### src/rtl/inst_buffer_pkg.sv
// Shared sizing for the fetch/decode instruction buffer.
// Fetch and dispatch size their logic against IB_DEPTH.
// Word widths and the decoder idle instruction live here too.
package inst_buffer_pkg;

  // Default buffer depth; must be a power of two and at least 2.
  localparam int IB_DEPTH = 8;

  // Instruction word and address widths.
  localparam int INST_W = 32;
  localparam int ADDR_W = 32;

  // Canonical no-op (addi x0, x0, 0) presented to decode when idle.
  localparam logic [INST_W-1:0] NOP = 32'h0000_0013;

endpackage

### src/rtl/inst_buffer.sv
// Purpose: circular instruction buffer between fetch and the decoder, squashable in one cycle.
// Latency: 1 cycle from a push into an empty buffer to the head outputs (no fall-through).
// Backpressure: ib_ready = !full from registered state; a push while full is refused even with a pop.
module inst_buffer
  import inst_buffer_pkg::*;
#(
  parameter int DEPTH = IB_DEPTH
) (
  input  logic                       clock,
  input  logic                       reset,
  input  logic                       squash,
  input  logic                       if_valid,
  input  logic [INST_W-1:0]          if_inst,
  input  logic [ADDR_W-1:0]          if_pc,
  output logic                       ib_ready,
  input  logic                       id_ready,
  output logic                       id_valid,
  output logic [INST_W-1:0]          id_inst,
  output logic [ADDR_W-1:0]          id_pc,
  output logic [$clog2(DEPTH):0]     count
);

  localparam int PTR_W = $clog2(DEPTH);
  localparam int CNT_W = PTR_W + 1;

  logic [PTR_W-1:0]  head_q, head_d;
  logic [PTR_W-1:0]  tail_q, tail_d;
  logic [CNT_W-1:0]  count_q, count_d;
  logic [INST_W-1:0] inst_mem_q [DEPTH];
  logic [INST_W-1:0] inst_mem_d [DEPTH];
  logic [ADDR_W-1:0] pc_mem_q   [DEPTH];
  logic [ADDR_W-1:0] pc_mem_d   [DEPTH];

  logic full;
  logic empty;
  logic push;
  logic pop;

  // Flags and handshakes come only from registered occupancy, so ib_ready
  // has no combinational dependence on if_valid or id_ready.
  always_comb begin
    full  = (count_q == CNT_W'(DEPTH));
    empty = (count_q == '0);
    push  = if_valid && !full;
    pop   = !empty && id_ready;
  end

  // Next-state for pointers, occupancy and storage; squash overrides push/pop.
  always_comb begin
    head_d     = head_q;
    tail_d     = tail_q;
    count_d    = count_q;
    inst_mem_d = inst_mem_q;
    pc_mem_d   = pc_mem_q;
    if (squash) begin
      head_d  = '0;
      tail_d  = '0;
      count_d = '0;
    end else begin
      if (push) begin
        inst_mem_d[tail_q] = if_inst;
        pc_mem_d[tail_q]   = if_pc;
        tail_d             = tail_q + PTR_W'(1);
      end
      if (pop) begin
        head_d = head_q + PTR_W'(1);
      end
      case ({push, pop})
        2'b10:   count_d = count_q + CNT_W'(1);
        2'b01:   count_d = count_q - CNT_W'(1);
        default: count_d = count_q;
      endcase
    end
  end

  // State registers; reset empties the buffer immediately and zeroes storage.
  always_ff @(posedge clock or posedge reset) begin
    if (reset) begin
      head_q  <= '0;
      tail_q  <= '0;
      count_q <= '0;
      for (int i = 0; i < DEPTH; i++) begin
        inst_mem_q[i] <= '0;
        pc_mem_q[i]   <= '0;
      end
    end else begin
      head_q     <= head_d;
      tail_q     <= tail_d;
      count_q    <= count_d;
      inst_mem_q <= inst_mem_d;
      pc_mem_q   <= pc_mem_d;
    end
  end

  // Head outputs read straight from storage; idle values shown when empty.
  always_comb begin
    ib_ready = !full;
    id_valid = !empty;
    count    = count_q;
    id_inst  = empty ? NOP : inst_mem_q[head_q];
    id_pc    = empty ? '0  : pc_mem_q[head_q];
  end

endmodule

### config.mk
export PLATFORM = sky130hd
export DESIGN_NAME = inst_buffer
export DESIGN_NICKNAME = d
export VERILOG_FILES = /design/src/rtl/inst_buffer_pkg.sv /design/src/rtl/inst_buffer.sv
export SDC_FILE = /design/constraint.sdc
export NUM_CORES = 1
export LEC_CHECK = 0
export CAP_MARGIN = 20
export CORE_UTILIZATION = 55
export DETAILED_ROUTE_END_ITERATION = 10
export PLACE_DENSITY = 0.73
export SLEW_MARGIN = 0
export SYNTH_ARGS = -nofsm -noshare
export SYNTH_HDL_FRONTEND = slang
export SYNTH_SLANG_ARGS = --single-unit
### constraint.sdc
create_clock -name clock -period 51.1 [get_ports clock]
set_input_delay 12.775 -clock clock [delete_from_list [all_inputs] [get_ports clock]]
set_output_delay 12.775 -clock clock [all_outputs]
set_load 0.02 [all_outputs]
==> reports/results.ini, run 1 <==
[yosys]
synth_xor_area_frac=0.00258
synthCells=1462
yosysSeqAreaShare=0.551
synth_edf_count=0
muxShareOfSynthArea=0.392
synth_top_area_cell=dfrtp_1
yosysWarnings=0
ys.flop_type=dfrtp_1
yosys.area.top_type_share=0.551
synthTopCellsByArea=dfrtp_1, mux2_2, mux4_2
ys_types=39
synth_fp_nets=1535
synth-simple-area-share=0.0197
synth.top_cells.by_count=dfrtp_1, mux2_2, mux4_2, nor2_1, mux2i_1
ys_seq_elements=522
synth_top_family_by_area=multiplexers
yosysMostFrequentCell=dfrtp_1
synthAdderAreaFrac=0.00211
synth.avg_cell_area_sq_um=16.2
synth-async-reset-ratio=1.00
synth_compound_area_frac=0.00448
syn_area_sq_mm=0.0237

[layout]
fin_util=0.644
synthToLayoutAreaGrowth_pct=14.7
fin_nets=1652
multi_input_area_sq_mm=0.0100
final_layout_size_suffix_gt1_frac=0.439
fillCellCount=3086
seq_area_sq_mm=0.0131

[setup_path]
crit_fanout=69
max_stage_delay_ps=920
crit_buf_inv=2
path_delay_family=buffers and inverters
cp-end-kind=primary output
cp_slowest_cell=buf_4
critPathArrivalTime_ps=3990
worstPathRequired_ps=38330
start_kind=flop
path_cells=buf_4 -> mux4_2 -> mux2i_1 -> nor2_1 -> clkdlybuf4s50_1
ff2ff_setup_slack_ps=47290
worstSetupPathType=reg2out

[cts]
ctsResizeCount=0
cts_setup_buffers=0
clk_latency_ps=600
clk_pin_slew_ps=60
hold_buffers=0
cts_max_path_buffers=3
cts-root-buf=clkbuf_16
cts_max_level=2
clock-sinks=522
cts_tree=built
cts_buffers=55

[grt]
grt_pass1_wl_mm=81.9
grt_pass1_vias=14175
antenna_found_initial=3
globalRouteOverflowTotal=0
grt_max_degree=128
grtUsageTotal=0.243

[floorplan]
dieHeight_um=210
die_x_um=210
coreArea_sq_mm=0.0422
ios=139
fp-row-count=75
initial_utilization=0.562
die_area_sq_mm=0.0440

[timing]
finalSetupViolCount=0
tightest_slew_ps=1140
maxSlewViolCount=0
slew_headroom=0.242
finClkSkew_ps=11.4
rsz0062_at_grt=no
finalCritPeriodShare=0.328
finalSetupTns_ps=0
max_freq_ghz=0.0596
hold_viol=0
layout_min_cycle_time_ps=16770

[route]
routed_via_density=6.06
first_pass_iters=4
first_iter_violations=723
wl_mm=51.1
avgRoutedWirePerCell_um=23.6
num_vias=13129
route.detailed.drc=0
ant_nets=0

[job]
drv_cap=0

[placement]
dpl.hpwl_mm=27.9
portBuffers=138
gp_congestion=0.738

[outcome]
status=finished clean

[power_and_ir_drop]
powerDensity_mw_per_mm2=52.9
power.total_w=0.00144
power.leakage_nw=12.2
ir_worst_vdd_mv=0.0521

[hold_path]
hp-class=reg2reg

-- state kept, by name, indices dropped and copies added, names as in the netlist --
| register | flops |
|---|---|
| count | 4 |
| head_q | 3 |
| inst_mem_q | 256 |
| pc_mem_q | 256 |
| tail_q | 3 |
-- logic make-up (layout without fill, tap and decap cells) --
logic type | after synthesis | after routing
simple gates | 101 | 101
xor+xnor | 7 | 7
buf+inv | 108 | 269
other cells | 0 | 4
flops | 522 | 522
compound gates | 15 | 15
fa+ha+maj | 4 | 4
mux | 705 | 705
-- metal layers --
metal  global-route usage  wire length [um]  up-vias
met5                    0                32        -
met4               0.0619               909        4
met2                0.394             24900      227
met3               0.0401              2310       73
met1                0.345             22900     7134
li1                     -                 -     5691
-- layout by cell type, fill, tap and decap left out, types with 4 or more instances in the layout --
cell / netlist / final
mux2_1: 50 / 50
buf_4: 19 / 23
mux2_2: 462 / 462
clkbuf_8: 0 / 14
clkinv_2: 0 / 10
nand3b_1: 4 / 4
mux2i_1: 65 / 65
diode_2: 0 / 4
mux4_2: 128 / 128
nand2_1: 11 / 11
xor2_1: 6 / 6
nor2_1: 69 / 68
clkbuf_16: 0 / 55
ha_1: 4 / 4
clkbuf_1: 29 / 15
clkdlybuf4s50_1: 0 / 138
dfrtp_1: 522 / 519
-- where the power goes --
part           internal (W)  switching, W  total [W]  leakage [nW]
clock              0.000233      0.000161   0.000394         0.891
sequential         0.000515     0.0000551   0.000570          6.90
combinational      0.000251      0.000224   0.000475          4.42
total              0.000999      0.000440    0.00144          12.2
-- final cells by class --
class / instances / area share
sequential: 522 / 0.480
multi-input combinational: 832 / 0.368
clock buffer: 84 / 0.0597
timing repair buffer: 164 / 0.0596
tap: 539 / 0.0248
clock inverter: 17 / 0.00639
inverter: 4 / 0.000828
antenna: 4 / 0.000368
-- metrics by stage --
stage,instance area (sq um),setup WS [ps],hold WS (ps),cells
after detailed placement,25400,34550,470,2059
final,27200,34330,482,2166
after CTS,27200,33890,487,2160
after global placement,25400,34530,463,2059
after global routing,27200,34220,499,2162
after floorplan,23700,23740,452,1462
-- final timing paths --
check / to / start / cells after the start
setup reg to reg: count[3] / count[1] / 11
setup / recovery: id_pc[29] / head_q[1] / 5
hold / removal: pc_mem_q[252] / pc_mem_q[252] / 1
max in group asynchronous: inst_mem_q[116] / reset / 4
hold reg to reg: pc_mem_q[252] / pc_mem_q[252] / 1
min in group asynchronous: inst_mem_q[36] / reset / 2
No activity file was read; power rests on OpenSTA's default activity.
==> run 2, diff against run 1 <==
==> constraint.sdc (replaced) <==
create_clock -name clock -period 16.6 [get_ports clock]
set_input_delay 4.15 -clock clock [delete_from_list [all_inputs] [get_ports clock]]
set_output_delay 4.15 -clock clock [all_outputs]
set_load 0.02 [all_outputs]
==> run 2 against run 1 <==
Count of clock-buffer cells in the layout shrank 1. Critical path depth grew 2. Sequential power grew to 3.1 times the previous value. Design area grew 0.34%. First-iteration DRC count grew 14%. Critical endpoint is now id_inst[11]. Non-clock buffer count grew 1. Combinational power grew to 3.1 times the previous value. Worst setup slack lost 26000 ps. Register-to-register slack lost 35000 ps. Die area is the same. Routed wire length grew 0.39%. Critical path type unchanged. Worst hold slack lost 0.69 ps.
==> reports/results.ini, run 2 (synthesis results as in run 1) <==
[outcome]
status=finished clean  ; unchanged

[cts]
hold_buffers=0  ; unchanged
clk_pin_slew_ps=60  ; about the same
cts_max_path_buffers=3  ; unchanged
clock-sinks=522  ; unchanged
cts_max_level=2  ; unchanged
cts_tree=built  ; unchanged
ctsResizeCount=0  ; unchanged
cts-root-buf=clkbuf_16  ; unchanged
clk_latency_ps=610  ; was 600 ps
cts_setup_buffers=0  ; unchanged
cts_buffers=55  ; unchanged

[hold_path]
hp-class=reg2reg  ; unchanged
hold-path-cell-count=1  ; unchanged

[route]
ant_nets=0  ; unchanged
routed_via_density=6.04  ; was 6.06
avgRoutedWirePerCell_um=23.7  ; was 23.6 um
first_iter_violations=825  ; was 723
route.detailed.drc=0  ; unchanged
wl_mm=51.3  ; was 51.1 mm
first_pass_iters=4  ; unchanged
num_vias=13073  ; was 13129

[timing]
slew_headroom=0.270  ; was 0.242
maxSlewViolCount=0  ; unchanged
finalCritPeriodShare=0.517
rsz0062_at_grt=no  ; unchanged
holdWs_ps=482  ; about the same
finClkSkew_ps=17.6  ; was 11.4 ps
finalSetupTns_ps=0  ; unchanged
max_freq_ghz=0.116
tightest_slew_ps=1090  ; was 1140 ps
hold_viol=0  ; unchanged
layout_min_cycle_time_ps=8590
fin_ws_ps=8010  ; was 34330 ps
finalSetupViolCount=0  ; unchanged

[floorplan]
fp-row-count=75  ; unchanged
coreArea_sq_mm=0.0422  ; unchanged
ios=139  ; unchanged
die_area_sq_mm=0.0440  ; unchanged
die_x_um=210  ; unchanged
dieHeight_um=210  ; unchanged
initial_utilization=0.562  ; unchanged

[power_and_ir_drop]
ir_worst_vdd_mv=0.118  ; was 0.0521 mV
seq_power_share=0.393  ; was 0.396
switchingPower_w=0.00137  ; was 0.000440 W
p_sw_frac=0.306  ; about the same
powerDensity_mw_per_mm2=164  ; was 52.9 mW/mm^2
power.leakage_nw=12.3  ; was 12.2 nW
comb_power_share=0.329  ; was 0.330
clkPwrFrac=0.278  ; was 0.274
p_int_w=0.00310  ; was 0.000999 W

[setup_path]
critPathArrivalTime_ps=4440  ; was 3990 ps
ff2ff_setup_slack_ps=12680  ; was 47290 ps
start_kind=flop  ; unchanged
crit_fanout=49  ; was 69
worstPathRequired_ps=12450  ; was 38330 ps
worstSetupPathType=reg2out  ; unchanged
cp-end-kind=primary output  ; unchanged
reg2reg_depth=12  ; was 11

[layout]
fillCellCount=3024  ; was 3086
synthToLayoutAreaGrowth_pct=15.1  ; was 14.7%
layout_commonest_cell=dfrtp_1  ; unchanged
fin_nets=1653  ; was 1652
final_cell_mix=dfrtp_1, mux2_2, clkdlybuf4s50_1  ; unchanged
final_layout_size_suffix_gt1_frac=0.442  ; was 0.439

[grt]
grtUsageTotal=0.245  ; was 0.243
grt_max_degree=149  ; was 128
antenna_found_initial=4  ; was 3
grt_pass1_wl_mm=82.7  ; was 81.9 mm
grt_pass1_vias=14097  ; was 14175
globalRouteOverflowTotal=0  ; unchanged

[placement]
pre_cts_ws_ps=8210  ; was 34550 ps
dpl.hpwl_mm=27.8  ; was 27.9 mm
portBuffers=138  ; unchanged
gp_congestion=0.768  ; was 0.738

[job]
drv_cap=0  ; unchanged

## run 2: critical path: stages (launching register included)
cell and delay (ps):
dfrtp_4 810, buf_4 820, buf_4 380, buf_16 330, mux4_2 550, mux2i_1 180
nor2_1 110, clkdlybuf4s50_1 580
## run 2: final cells by class
type | count | area [sq um] | area share
inverter | 4 | 18.8 | 0.000687
sequential | 522 | 13100 | 0.479
timing repair buffer | 165 | 1670 | 0.0611
antenna | 2 | 5.00 | 0.000183
clock buffer | 83 | 1660 | 0.0609
multi-input combinational | 832 | 10000 | 0.367
clock inverter | 18 | 190 | 0.00696
tap | 539 | 674 | 0.0247
## run 2: final timing paths
kind / start / endpoint
worst min-delay path: pc_mem_q[102] / pc_mem_q[102]
min in group asynchronous: reset / inst_mem_q[68]
worst max register to register: count[1] / count[3]
worst max-delay path: head_q[0] / id_inst[11]
max in group asynchronous: reset / inst_mem_q[56]
worst min register to register: pc_mem_q[102] / pc_mem_q[102]
## run 2: per-layer routing
metal,GRT usage,wire length [um]
met1,0.358,24000
met2,0.388,24200
met3,0.0434,2130
met4,0.0571,895
met5,0,44
## run 2: power groups by stage
stage	combinational [W]	clock (W)	sequential [W]
finish	0.00147	0.00124	0.00176
global route	0.00158	0.00132	0.00180
CTS	0.00148	0.00127	0.00176
detailed placement	0.00147	0	0.00178
global placement	0.00145	0	0.00177
floorplan	0.000999	0	0.00171
## run 2: stage by stage
| step | util | power, W | area (sq um) | instances |
|---|---|---|---|---|
| after detailed placement | 0.601 | 0.00325 | 25400 | 2059 |
| final | 0.647 | 0.00447 | 27300 | 2165 |
| after global placement | 0.600 | 0.00321 | 25300 | 2058 |
| after floorplan | - | 0.00271 | 23700 | 1462 |
| after global routing | 0.647 | 0.00470 | 27300 | 2164 |
| after CTS | 0.645 | 0.00451 | 27200 | 2160 |
==> run 3, diff against run 2 <==
==> constraint.sdc (replaced) <==
create_clock -name clock -period 8.59 [get_ports clock]
set_input_delay 2.1475 -clock clock [delete_from_list [all_inputs] [get_ports clock]]
set_output_delay 2.1475 -clock clock [all_outputs]
set_load 0.02 [all_outputs]
==> run 3 against run 2 <==
First-iteration DRC count shrank 16%. Clock skew grew 3.1 ps. Via count shrank 1.3%. Critical path depth shrank 2. Global-route usage shrank 0.34 points. Routed wire length shrank 2.2%. Clock power grew 81%. Die area is the same. Sequential cell count is the same. Register-to-register slack lost 7800 ps. Critical path type unchanged.
==> reports/results.ini, run 3 (synthesis results as in run 1) <==
[outcome]
status=finished clean  ; unchanged

[setup_path]
critPathLaunch=head_q[1]  ; was head_q[0]
path_cells=buf_12 -> mux4_2 -> mux2i_1 -> nor2_1 -> clkdlybuf4s50_1  ; was buf_4 -> buf_4 -> buf_16 -> mux4_2 -> mux2i_1 -> nor2_1 -> clkdlybuf4s50_1
worstSetupPathType=reg2out  ; unchanged
crit_fanout=90  ; was 49
critPathArrivalTime_ps=3560  ; was 4440 ps
endpoint=id_pc[4]  ; was id_inst[11]
crit_cells=5  ; was 7
rr_endpoint=inst_mem_q[148]  ; was count[3]
path_delay_family=buffers and inverters  ; unchanged
reg2reg_depth=5  ; was 12
cp_slowest_cell=dfrtp_4  ; was buf_4
crit_buf_inv=2  ; was 4
worstReg2RegStart=count[1]  ; unchanged
ff2ff_setup_slack_ps=4930  ; was 12680 ps
max_stage_delay_ps=900  ; was 820 ps
cp-end-kind=primary output  ; unchanged
start_kind=flop  ; unchanged
worstPathRequired_ps=6440  ; was 12450 ps

[power_and_ir_drop]
p_int_w=0.00590  ; was 0.00310 W
p_sw_frac=0.305  ; was 0.306
switchingPower_w=0.00259  ; was 0.00137 W
seq_power_share=0.400  ; was 0.393
power.leakage_nw=12.2  ; was 12.3 nW
powerDensity_mw_per_mm2=313  ; was 164 mW/mm^2
clkPwrFrac=0.264  ; was 0.278
ir_worst_vdd_mv=0.237  ; was 0.118 mV
power.total_w=0.00849  ; was 0.00447 W
comb_power_share=0.336  ; was 0.329

[route]
routed_via_density=5.99  ; was 6.04
wl_mm=50.2  ; was 51.3 mm
ant_nets=0  ; unchanged
route.detailed.drc=0  ; unchanged
num_vias=12899  ; was 13073
first_iter_violations=696  ; was 825
first_pass_iters=4  ; unchanged
avgRoutedWirePerCell_um=23.3  ; was 23.7 um

[floorplan]
coreArea_sq_mm=0.0422  ; unchanged
dieHeight_um=210  ; unchanged
die_x_um=210  ; unchanged
ios=139  ; unchanged
die_area_sq_mm=0.0440  ; unchanged
initial_utilization=0.562  ; unchanged
fp-row-count=75  ; unchanged

[cts]
cts-root-buf=clkbuf_16  ; unchanged
clk_latency_ps=590  ; was 610 ps
clock-sinks=522  ; unchanged
cts_max_path_buffers=3  ; unchanged
ctsResizeCount=0  ; unchanged
cts_tree=built  ; unchanged
clk_pin_slew_ps=60  ; about the same
cts_buffers=54  ; was 55
hold_buffers=0  ; unchanged
cts_max_level=2  ; unchanged
cts_setup_buffers=0  ; unchanged

[timing]
finalSetupViolCount=0  ; unchanged
holdWs_ps=483  ; was 482 ps
finClkSkew_ps=20.7  ; was 17.6 ps
fin_ws_ps=2890  ; was 8010 ps
slew_headroom=0.308  ; was 0.270
rsz0062_at_grt=no  ; unchanged
maxSlewViolCount=0  ; unchanged
hold_viol=0  ; unchanged
max_freq_ghz=0.175
tightest_slew_ps=1040  ; was 1090 ps
finalCritPeriodShare=0.664
layout_min_cycle_time_ps=5700

[layout]
fin_nets=1650  ; was 1653
final_cell_mix=dfrtp_1, mux2_2, clkdlybuf4s50_1  ; unchanged
seq_area_sq_mm=0.0131  ; unchanged
layout_commonest_cell=dfrtp_1  ; unchanged
multi_input_area_sq_mm=0.0100  ; unchanged
synthToLayoutAreaGrowth_pct=14.5  ; was 15.1%
diodes=0  ; was 2
final_layout_size_suffix_gt1_frac=0.437  ; was 0.442
fillCellCount=3085  ; was 3024

[placement]
portBuffers=138  ; unchanged
dpl.hpwl_mm=27.8  ; about the same
gp_congestion=0.772  ; was 0.768
pre_cts_ws_ps=3020  ; was 8210 ps

[grt]
globalRouteOverflowTotal=0  ; unchanged
grtUsageTotal=0.242  ; was 0.245
grt_pass1_wl_mm=81.7  ; was 82.7 mm
grt_max_degree=170  ; was 149
antenna_found_initial=1  ; was 4
grt_pass1_vias=14168  ; was 14097

[hold_path]
min_from=pc_mem_q[160]  ; was pc_mem_q[102]
hp-class=reg2reg  ; unchanged

[job]
drv_cap=0  ; unchanged

==> run 3: cell count changes in the layout (fill, tap and decap cells not counted), sizes merged <==
cell	delta
buf	-2
clkbuf	-5
diode	-2
bufinv	-1
clkinvlp	+1
clkinv	-2
inv	-1
==> run 3: power by group through the flow <==
stage	Sequential [W]	Clock [W]	Combinational (W)
2_1_floorplan	0.00331	0	0.00193
3_3_place_gp	0.00343	0	0.00276
3_5_place_dp	0.00347	0	0.00281
4_1_cts	0.00343	0.00230	0.00282
5_1_grt	0.00348	0.00240	0.00307
6_report	0.00340	0.00224	0.00285
==> run 3: layout make-up <==
class / count / area share
Clock buffer: 78 / 0.0575
Clock inverter: 15 / 0.00484
Inverter: 4 / 0.000691
Multi-Input combinational cell: 832 / 0.369
Sequential cell: 522 / 0.481
Tap cell: 539 / 0.0248
Timing Repair Buffer: 163 / 0.0620
==> run 3: worst min path at each step <==
stage	to	slack (ps)	depth (start not counted)
floorplan	inst_mem_q[60]	450	1
global placement	pc_mem_q[160]	460	1
detailed placement	inst_mem_q[176]	470	1
CTS	inst_mem_q[176]	480	1
global route	pc_mem_q[235]	500	1
finish	pc_mem_q[160]	480	1
==> run 3: metrics by stage <==
stage | util | TNS (ps) | cell area (sq um) | std cells
2_1_floorplan | - | -339140 | 23700 | 1462
3_3_place_gp | 0.601 | 0 | 25400 | 2057
3_5_place_dp | 0.601 | 0 | 25400 | 2057
4_1_cts | 0.641 | 0 | 27100 | 2150
5_1_grt | 0.643 | 0 | 27200 | 2153
6_report | 0.643 | 0 | 27200 | 2153
==> run 3: per-layer routing <==
metal | track usage | part of all wire | vias up
met5 | 0 | 0.00024 | -
met4 | 0.0599 | 0.018 | 2
met3 | 0.0416 | 0.043 | 72
met2 | 0.381 | 0.48 | 239
met1 | 0.354 | 0.46 | 6931
li1 | - | - | 5655
